<file path="src/rtl/xor_hash_pkg.sv">
// -----------------------------------------------------------------------------
// xor_hash_pkg
//   Shared constants, types and helpers for the XOR-hash table issue stage.
//
//   TABLE_WR_DELAY : cycles from the table's index phase to its commit
//   XOR_ALIGN      : cycles by which the table's data phase trails its index phase
//   fwd_depth()    : number of older ops whose commit a younger read cannot see
//   issue_state_e  : issue-stage FSM states
//   op_flags_t     : per-op control flags carried down the issue pipeline
// -----------------------------------------------------------------------------
package xor_hash_pkg;

  localparam int TABLE_WR_DELAY = 5;
  localparam int XOR_ALIGN      = 2;

  typedef enum logic {
    ST_INIT = 1'b0,
    ST_RUN  = 1'b1
  } issue_state_e;

  // kill forces the result to zero and ignores read data (zero-fill sweep).
  typedef struct packed {
    logic valid;
    logic kill;
  } op_flags_t;

  // An op accepted at t reads the table at t+1; an older op accepted at t0
  // becomes visible to reads from t0+L+TABLE_WR_DELAY+1 on. Older ops at ages
  // 1 .. L+TABLE_WR_DELAY-1 are therefore invisible and must be forwarded.
  function automatic int fwd_depth(input int rd_latency);
    return rd_latency + TABLE_WR_DELAY - 1;
  endfunction

endpackage

</file>
<file path="src/rtl/fwd_history.sv">
// -----------------------------------------------------------------------------
// fwd_history
//   Shift register of recently computed results plus a per-bank
//   youngest-match priority mux. Entry 0 is the youngest op.
//
//   clk, rst_n     : clock, synchronous active-low reset (clears valids)
//   push_*         : result entering the history this cycle (valid=0 = bubble)
//   lookup_index   : index of the op currently computing its result
//   hit[b]         : bank b has a matching in-flight result
//   fwd_word       : per-bank forwarded word, bank b at [b*DATA_WIDTH +: DATA_WIDTH]
// -----------------------------------------------------------------------------
module fwd_history #(
  parameter int NUM_MUL     = 4,
  parameter int INDEX_WIDTH = 12,
  parameter int DATA_WIDTH  = 64,
  parameter int DEPTH       = 6
) (
  input  logic                          clk,
  input  logic                          rst_n,
  input  logic                          push_valid,
  input  logic [INDEX_WIDTH-1:0]        push_index,
  input  logic [NUM_MUL-1:0]            push_mask,
  input  logic [NUM_MUL*DATA_WIDTH-1:0] push_res,
  input  logic [INDEX_WIDTH-1:0]        lookup_index,
  output logic [NUM_MUL-1:0]            hit,
  output logic [NUM_MUL*DATA_WIDTH-1:0] fwd_word
);

  localparam int VEC_W = NUM_MUL * DATA_WIDTH;

  logic [DEPTH-1:0]       valid_q, valid_d;
  logic [INDEX_WIDTH-1:0] index_q [DEPTH];
  logic [INDEX_WIDTH-1:0] index_d [DEPTH];
  logic [NUM_MUL-1:0]     mask_q  [DEPTH];
  logic [NUM_MUL-1:0]     mask_d  [DEPTH];
  logic [VEC_W-1:0]       res_q   [DEPTH];
  logic [VEC_W-1:0]       res_d   [DEPTH];

  always_comb begin
    valid_d    = {valid_q[DEPTH-2:0], push_valid};
    index_d[0] = push_index;
    mask_d[0]  = push_mask;
    res_d[0]   = push_res;
    for (int k = 1; k < DEPTH; k++) begin
      index_d[k] = index_q[k-1];
      mask_d[k]  = mask_q[k-1];
      res_d[k]   = res_q[k-1];
    end
  end

  // NOTE: sequential state uses non-blocking assignments so every flop samples
  // the pre-edge value of its neighbour; blocking here would collapse the shift.
  always_ff @(posedge clk) begin
    if (!rst_n) valid_q <= '0;
    else        valid_q <= valid_d;
  end

  // NOTE: the payload is deliberately not reset: it is only consumed when the
  // matching valid bit is set, and leaving it out keeps the reset fan-out small.
  always_ff @(posedge clk) begin
    for (int k = 0; k < DEPTH; k++) begin
      index_q[k] <= index_d[k];
      mask_q[k]  <= mask_d[k];
      res_q[k]   <= res_d[k];
    end
  end

  // Scan oldest to youngest so the youngest match overrides; each bank picks
  // its own entry, since ops with different masks touch different banks.
  // NOTE: every output gets a default before the conditional updates, otherwise
  // the no-match path would infer a latch.
  always_comb begin
    hit      = '0;
    fwd_word = '0;
    for (int b = 0; b < NUM_MUL; b++) begin
      for (int k = DEPTH - 1; k >= 0; k--) begin
        if (valid_q[k] && (index_q[k] == lookup_index) && mask_q[k][b]) begin
          hit[b] = 1'b1;
          fwd_word[b*DATA_WIDTH +: DATA_WIDTH] = res_q[k][b*DATA_WIDTH +: DATA_WIDTH];
        end
      end
    end
  end

endmodule

</file>
<file path="src/rtl/xor_update_issue.sv">
// -----------------------------------------------------------------------------
// xor_update_issue
//   Issue stage in front of the banked XOR-hash table. Reads the table, XORs
//   the returned bank words with the request operand and drives the table's
//   two-phase write port. The table does not forward its own writes, so
//   results still in its write pipeline are forwarded from a local history.
//   After reset every index is swept to zero before requests are accepted.
//
//   clk, reset           : clock, synchronous active-low reset
//   req_valid/ready      : request handshake (ready only after the sweep)
//   req_index/mask/data  : table index, banks to update, XOR operand
//   rd_index             : table read address (holds during bubbles)
//   rd_out_update        : table read data, RD_LATENCY cycles after rd_index
//   write_reg_0_valid    : table write, index phase
//   write_reg_0_index    : table write index, index phase
//   write_reg_11_xor     : table write data, data phase
//   arbiter_result       : per-bank write enable, data phase
//   init_done            : zero sweep complete
// -----------------------------------------------------------------------------
module xor_update_issue
  import xor_hash_pkg::*;
#(
  parameter int NUM_MUL     = 4,
  parameter int INDEX_WIDTH = 12,
  parameter int DATA_WIDTH  = 64,
  parameter int RD_LATENCY  = 2
) (
  input  logic                          clk,
  input  logic                          reset,
  input  logic                          req_valid,
  output logic                          req_ready,
  input  logic [INDEX_WIDTH-1:0]        req_index,
  input  logic [NUM_MUL-1:0]            req_mask,
  input  logic [NUM_MUL*DATA_WIDTH-1:0] req_data,
  output logic [INDEX_WIDTH-1:0]        rd_index,
  input  logic [NUM_MUL*DATA_WIDTH-1:0] rd_out_update,
  output logic                          write_reg_0_valid,
  output logic [INDEX_WIDTH-1:0]        write_reg_0_index,
  output logic [NUM_MUL*DATA_WIDTH-1:0] write_reg_11_xor,
  output logic [NUM_MUL-1:0]            arbiter_result,
  output logic                          init_done
);

  localparam int VEC_W = NUM_MUL * DATA_WIDTH;
  // pipe_q[k] holds the op accepted k+1 cycles ago.
  localparam int WR_STAGE  = RD_LATENCY - 1;              // index phase at t+L
  localparam int CMP_STAGE = RD_LATENCY + XOR_ALIGN - 2;  // read data at t+1+L
  localparam int NUM_STAGE = CMP_STAGE + 1;
  localparam int FWD_DEPTH = fwd_depth(RD_LATENCY);

  typedef struct packed {
    op_flags_t              flags;
    logic [INDEX_WIDTH-1:0] index;
    logic [NUM_MUL-1:0]     mask;
    logic [VEC_W-1:0]       data;
  } op_t;

  // ---------------------------------------------------------------------------
  // Sweep / run FSM
  // ---------------------------------------------------------------------------
  issue_state_e           state_q;
  logic [INDEX_WIDTH-1:0] sweep_cnt_q;
  logic                   req_ready_q;
  logic                   init_done_q;

  always_ff @(posedge clk) begin
    if (!reset) begin
      state_q     <= ST_INIT;
      sweep_cnt_q <= '0;
      req_ready_q <= 1'b0;
      init_done_q <= 1'b0;
    end else begin
      unique case (state_q)
        ST_INIT: begin
          sweep_cnt_q <= sweep_cnt_q + INDEX_WIDTH'(1);
          if (&sweep_cnt_q) begin
            state_q     <= ST_RUN;
            req_ready_q <= 1'b1;
            init_done_q <= 1'b1;
          end
        end
        ST_RUN: begin
          state_q <= ST_RUN;
        end
        default: begin
          state_q <= ST_INIT;
        end
      endcase
    end
  end

  assign req_ready = req_ready_q;
  assign init_done = init_done_q;

  // ---------------------------------------------------------------------------
  // Op injection: sweep ops during INIT, accepted requests or bubbles in RUN
  // ---------------------------------------------------------------------------
  op_t new_op;

  always_comb begin
    new_op = '0;
    if (state_q == ST_INIT) begin
      new_op.flags.valid = 1'b1;
      new_op.flags.kill  = 1'b1;
      new_op.index       = sweep_cnt_q;
      new_op.mask        = '1;
    end else if (req_valid && req_ready_q) begin
      new_op.flags.valid = 1'b1;
      new_op.index       = req_index;
      new_op.mask        = req_mask;
      new_op.data        = req_data;
    end
  end

  // ---------------------------------------------------------------------------
  // Op pipeline and read address
  // ---------------------------------------------------------------------------
  op_t                    pipe_q [NUM_STAGE];
  op_t                    pipe_d [NUM_STAGE];
  logic [INDEX_WIDTH-1:0] rd_index_q, rd_index_d;

  always_comb begin
    pipe_d[0] = new_op;
    for (int k = 1; k < NUM_STAGE; k++) pipe_d[k] = pipe_q[k-1];
    rd_index_d = new_op.flags.valid ? new_op.index : rd_index_q;
  end

  always_ff @(posedge clk) begin
    if (!reset) begin
      for (int k = 0; k < NUM_STAGE; k++) pipe_q[k] <= '0;
      rd_index_q <= '0;
    end else begin
      for (int k = 0; k < NUM_STAGE; k++) pipe_q[k] <= pipe_d[k];
      rd_index_q <= rd_index_d;
    end
  end

  assign rd_index          = rd_index_q;
  assign write_reg_0_valid = pipe_q[WR_STAGE].flags.valid;
  assign write_reg_0_index = pipe_q[WR_STAGE].index;

  // ---------------------------------------------------------------------------
  // Result computation with forwarding
  // ---------------------------------------------------------------------------
  op_t                cmp_op;
  logic [NUM_MUL-1:0] fwd_hit;
  logic [VEC_W-1:0]   fwd_word;
  logic [VEC_W-1:0]   xor_d, xor_q;
  logic [NUM_MUL-1:0] arb_d, arb_q;

  assign cmp_op = pipe_q[CMP_STAGE];

  always_comb begin
    logic [DATA_WIDTH-1:0] base;
    base  = '0;
    xor_d = '0;
    for (int b = 0; b < NUM_MUL; b++) begin
      base = fwd_hit[b] ? fwd_word[b*DATA_WIDTH +: DATA_WIDTH]
                        : rd_out_update[b*DATA_WIDTH +: DATA_WIDTH];
      // Unmasked banks pass the current word through so the history entry
      // always carries the full, up-to-date word for every bank.
      if (cmp_op.mask[b])
        xor_d[b*DATA_WIDTH +: DATA_WIDTH] = cmp_op.flags.kill ? '0
                                          : base ^ cmp_op.data[b*DATA_WIDTH +: DATA_WIDTH];
      else
        xor_d[b*DATA_WIDTH +: DATA_WIDTH] = base;
    end
    if (!cmp_op.flags.valid) xor_d = '0;
    arb_d = cmp_op.flags.valid ? cmp_op.mask : '0;
  end

  always_ff @(posedge clk) begin
    if (!reset) begin
      xor_q <= '0;
      arb_q <= '0;
    end else begin
      xor_q <= xor_d;
      arb_q <= arb_d;
    end
  end

  assign write_reg_11_xor = xor_q;
  assign arbiter_result   = arb_q;

  // The history is fed with the result register's next value, so its entry 0
  // always mirrors the result register and entries 0..FWD_DEPTH-1 hold ages
  // 1..FWD_DEPTH relative to the op now computing.
  fwd_history #(
    .NUM_MUL     (NUM_MUL),
    .INDEX_WIDTH (INDEX_WIDTH),
    .DATA_WIDTH  (DATA_WIDTH),
    .DEPTH       (FWD_DEPTH)
  ) u_fwd_history (
    .clk          (clk),
    .rst_n        (reset),
    .push_valid   (cmp_op.flags.valid),
    .push_index   (cmp_op.index),
    .push_mask    (cmp_op.mask),
    .push_res     (xor_d),
    .lookup_index (cmp_op.index),
    .hit          (fwd_hit),
    .fwd_word     (fwd_word)
  );

endmodule

</file>
<file path="config.mk">
export PLATFORM = sky130hd
export DESIGN_NAME = xor_update_issue
export DESIGN_NICKNAME = d
export VERILOG_FILES = /design/src/rtl/xor_hash_pkg.sv /design/src/rtl/fwd_history.sv /design/src/rtl/xor_update_issue.sv
export SDC_FILE = /design/constraint.sdc
export NUM_CORES = 2
export LEC_CHECK = 0
export CAP_MARGIN = 20
export CORE_MARGIN = 10
export CORE_UTILIZATION = 56
export DETAILED_ROUTE_END_ITERATION = 12
export GPL_TIMING_DRIVEN = 0
export PLACE_DENSITY = 0.79
export SYNTH_ARGS = -nofsm -noshare
export SYNTH_HDL_FRONTEND = slang
export SYNTH_HIERARCHICAL = 1
export SYNTH_SLANG_ARGS = --single-unit
</file>
<file path="constraint.sdc">
create_clock -name clk -period 3.47 [get_ports clk]
set_input_delay 0.347 -clock clk [delete_from_list [all_inputs] [get_ports clk]]
set_output_delay 0.347 -clock clk [all_outputs]
set_load 0.05 [all_outputs]
</file>
==> impl_metrics.yaml <==
synth:
  number_of_flops_mapped_to_enable_cells_by_yosys: 0
  async_flop_share: 0
  post_synth_xor_area_fraction: 0.0342
  mappedNetlistNets: 8443
  synth_top_family_by_area: "simple AND/OR/NAND/NOR gates"
  yosys.area_share.simple: 0.151
  synth.area.mux_share: 0.0319
  syn-instance-count: 7911
  synth.distinct_cells: 53
  synth-seq-cells: 2746
  post_synth.cell_area_avg_um2: 10.7
  synth_warnings: 6
  synthesis.area_um2: 84800
  dominantRegCellSynth: "sky130_fd_sc_hd__dfxtp_1"
  synth_compound_area_frac: 0.0933
  synth_adder_area_share: 0.000147
  post_synthesis_sequential_area_ratio: 0.648
worst_setup_path:
  path_max_fanout: 10
  worst_r2r_path_depth: 13
  timing.critical_path.arrival_ps: 4300
  crit-reg2reg-capture: "write_reg_11_xor[59]"
  crit_path_end_kind: "register"
  required_ps: 4250
  capture_point_of_the_critical_path: "write_reg_11_xor[59]"
  crit-reg2reg-launch: "pipe_q[0][809]"
  start_kind: "register"
  reg2reg_setup_slack_ps: -50
  worst_setup_path_startpoint: "pipe_q[0][809]"
  worst-setup-path-type: "reg -> reg"
cells_and_area:
  most-common-layout-cells: "sky130_fd_sc_hd__dfxtp_1, sky130_fd_sc_hd__nor2_1, sky130_fd_sc_hd__clkdlybuf4s50_1, sky130_fd_sc_hd__and2_1, sky130_fd_sc_hd__nand2_1"
  nNetsFinal: 9752
  layout.area.seq_um2: 55000
  multiInputGateArea_um2: 27800
  fillers: 10073
  mostFrequentLayoutCell: "sky130_fd_sc_hd__dfxtp_1"
  area_growth_pct: 28.0
  drive_gt1_frac: 0.102
floorplan:
  die_height_um: 409
  floorplan.die_area_um2: 167000
  core-area_um2: 150000
  starting_utilization_of_the_core_area: 0.565
  die_width_um: 409
  fp-row-count: 142
  num_io_pins: 818
hold_path:
  hold_path_class: "in -> reg"
pwr:
  power.sequential.fraction: 0.509
  clockPowerShare: 0.454
  powerDensity_nw_per_um2: 585
  power.leakage_nw: 42.8
  share_of_total_power_in_combinational_logic: 0.037
  vdd.ir_drop.worst_mv: 0.459
  power_switching_share: 0.211
  netSwitchingPower_mw: 13.4
  cellInternalPower_mw: 50.1
placement:
  dp_hpwl_mm: 186
  number_of_buffer_cells_added_on_primary_ports: 817
  gp_congestion: 0.934
  pre_cts_slack_ps: -1470
route:
  final_antenna_net_count: 0
  routed_wl_mm: 270
  remaining_drc_errors: 0
  detailedRoute.firstIterationViolations: 6074
  drt-wirelength-per-cell_um: 23.6
  post_drt_via_cell_ratio: 5.53
  drt_pass1_iterations: 6
  dr_total_vias: 63311
global_route:
  grt.total_usage: 0.306
  largest_net_degree_at_the_start_of_global_routing: 17
  number_of_antenna_violations_at_the_first_check_in_global_routing: 43
  grt_pass1_wl_mm: 397
  grt_overflow_total: 0
  grt_pass1_vias: 64984
timing:
  postLayoutSetupSlackWorst_ps: -48.2
  rsz_0062_raised_after_global_routing: "yes"
  finalWorstPathRequiredPeriod_ps: 3520
  finalSetupViolCount: 7
  fin_worst_hold_slack_ps: 37.2
  maxSlewHeadroom: 0.299
  timing.clock.skew_ps: 71.7
  max_slew.worst_pin.slew_ps: 1050
  fin_crit_sh: 1.01
  max_clock_freq_mhz: 284
  final_hold_viol_count: 0
  number_of_max_slew_violations_in_the_final_report: 0
outcome:
  violations_in_the_final_reports: "setup timing"
  run_status: "finished, violations left"
cts:
  clock_transition_at_the_register_clock_pins_on_the_worst_setup_and_hold_paths_after_cts_ps: 60
  clk_root_buffer_cell: "sky130_fd_sc_hd__clkbuf_16"
  clock_latency_ps: 920
  cts_tree: "done"
  cts.sink_count: 2746
  cts-buffers-inserted: 279
  h-tree-depth: 5
  cts_buffer_depth: 4
job:
  number_of_maximum_capacitance_violations: 0
-- kinds of logic (layout without fill, tap and decap cells) --
kind of cell | count (synthesis) | after routing
multiplexers | 270 | 270
AND/OR/NAND/NOR | 2639 | 2640
flip-flops | 2746 | 2746
other | 0 | 31
buffers and inverters | 845 | 2335
AO/OA/AOI/OAI | 1079 | 1079
adder cells (fa/ha/maj) | 1 | 1
XOR/XNOR | 331 | 331
-- area by class of cell --
cell class,count,area share
flip-flops and latches,2746,0.506
multi-input cells,4321,0.256
repair buffers,1031,0.0948
clock buffers,393,0.0738
plain buffers,579,0.0296
well taps,2016,0.0232
inverters,262,0.00906
clock inverters,70,0.00642
diodes,31,0.000714
-- routing by layer --
metal	vias up	part of all wire	GRT usage	wire length (um)
met5	-	0.00033	0	90
met4	16	0.045	0.141	12200
met3	577	0.085	0.0727	22800
met2	2888	0.47	0.494	126000
met1	30786	0.40	0.388	109000
li1	29044	-	-	-
-- timing repair --
action,in CTS,in global routing
buffers inserted,15,12
endpoints found under the setup margin,512,504
resized for setup,256,391
hold buffers,184,0
cloned,1,0
pin swaps,23,65
endpoints found under the hold margin,184,0
-- worst max-delay path: stages (launching register included) --
cell and delay, ps:
sky130_fd_sc_hd__dfxtp_1 320, sky130_fd_sc_hd__buf_6 160, sky130_fd_sc_hd__xnor2_1 220, sky130_fd_sc_hd__nand2_1 110, sky130_fd_sc_hd__or4_4 680, sky130_fd_sc_hd__buf_12 220, sky130_fd_sc_hd__nor2_4 200, sky130_fd_sc_hd__or3_1 150
sky130_fd_sc_hd__buf_2 270, sky130_fd_sc_hd__clkbuf_4 320, sky130_fd_sc_hd__o32ai_1 120, sky130_fd_sc_hd__mux2i_1 200, sky130_fd_sc_hd__xnor2_1 130, sky130_fd_sc_hd__nor2_2 280
-- power groups by stage --
stage | Combinational [mW] | Sequential, mW | Clock [mW]
after detailed placement | 2.06 | 33.0 | 0
after global routing | 2.48 | 32.4 | 30.4
after CTS | 2.30 | 32.4 | 29.0
after global placement | 2.03 | 33.0 | 0
after floorplan | 0.706 | 33.1 | 0
final | 2.36 | 32.4 | 28.8
-- through the flow --
| stage | area (um^2) | total power [mW] | setup TNS, ps | std cells | util |
|---|---|---|---|---|---|
| floorplan | 84800 | 33.8 | 0 | 7911 | - |
| global placement | 95500 | 35.1 | -573250 | 10744 | 0.636 |
| detailed placement | 95600 | 35.1 | -500150 | 10747 | 0.637 |
| CTS | 107000 | 63.7 | -7.48 | 11407 | 0.715 |
| global route | 109000 | 65.3 | -1490 | 11434 | 0.723 |
| finish | 109000 | 63.6 | -106 | 11449 | 0.723 |
-- registers in the layout, indices dropped and copies added (netlist names) --
signal,cells
sweep_cnt_q,12
state_q,1
write_reg_11_xor,256
pipe_q,822
u_fwd_history/res_q,1536
u_fwd_history/valid_q,6
arbiter_result,4
u_fwd_history/mask_q,24
init_done,1
rd_index,12
u_fwd_history/index_q,72
-- synthesized netlist by cell type, types with 3 or more instances --
library cell | number | area (um^2)
sky130_fd_sc_hd__or2_1 | 4 | 25.0
sky130_fd_sc_hd__clkbuf_1 | 395 | 1480
sky130_fd_sc_hd__nand3_1 | 148 | 741
sky130_fd_sc_hd__o31ai_1 | 4 | 30.0
sky130_fd_sc_hd__nor2_1 | 1033 | 3880
sky130_fd_sc_hd__o41ai_1 | 8 | 70.1
sky130_fd_sc_hd__buf_4 | 28 | 210
sky130_fd_sc_hd__buf_6 | 13 | 146
sky130_fd_sc_hd__inv_1 | 262 | 983
sky130_fd_sc_hd__or4b_2 | 4 | 40.0
sky130_fd_sc_hd__or3_1 | 7 | 43.8
sky130_fd_sc_hd__dfxtp_1 | 2746 | 55000
sky130_fd_sc_hd__a22o_1 | 8 | 70.1
sky130_fd_sc_hd__xnor2_1 | 321 | 2810
sky130_fd_sc_hd__or4_1 | 12 | 90.1
sky130_fd_sc_hd__a21o_1 | 4 | 30.0
sky130_fd_sc_hd__o311a_1 | 126 | 1260
sky130_fd_sc_hd__nand2b_1 | 5 | 31.3
sky130_fd_sc_hd__a21oi_1 | 15 | 75.1
sky130_fd_sc_hd__xor2_1 | 10 | 87.6
sky130_fd_sc_hd__buf_1 | 15 | 56.3
sky130_fd_sc_hd__o21ai_0 | 251 | 1260
sky130_fd_sc_hd__nand4_1 | 19 | 119
sky130_fd_sc_hd__and3_1 | 132 | 826
sky130_fd_sc_hd__a211oi_1 | 8 | 60.1
sky130_fd_sc_hd__o21bai_1 | 8 | 60.1
sky130_fd_sc_hd__a31oi_1 | 252 | 1580
sky130_fd_sc_hd__nor3_1 | 4 | 20.0
sky130_fd_sc_hd__o21ai_1 | 6 | 30.0
sky130_fd_sc_hd__o32ai_1 | 246 | 2150
sky130_fd_sc_hd__a311oi_1 | 126 | 1100
sky130_fd_sc_hd__nor2_2 | 3 | 18.8
sky130_fd_sc_hd__and2_1 | 815 | 5100
sky130_fd_sc_hd__nor3b_1 | 8 | 60.1
sky130_fd_sc_hd__mux2i_1 | 270 | 2700
sky130_fd_sc_hd__nand2_1 | 421 | 1580
sky130_fd_sc_hd__buf_2 | 132 | 661
sky130_fd_sc_hd__nor4_1 | 8 | 50.1
sky130_fd_sc_hd__o22ai_1 | 10 | 62.6
-- how the worst min path moves through the flow --
stage | endpoint | startpoint | cells past startpoint
floorplan | u_fwd_history/res_q[2][0] | u_fwd_history/res_q[1][0] | 0
global placement | u_fwd_history/res_q[2][46] | u_fwd_history/res_q[1][46] | 0
detailed placement | u_fwd_history/res_q[2][205] | u_fwd_history/res_q[1][205] | 0
CTS | pipe_q[0][82] | req_data[82] | 2
global route | pipe_q[0][205] | req_data[205] | 2
finish | pipe_q[0][205] | req_data[205] | 2
Note: power is estimated with default switching activity, not from simulation.
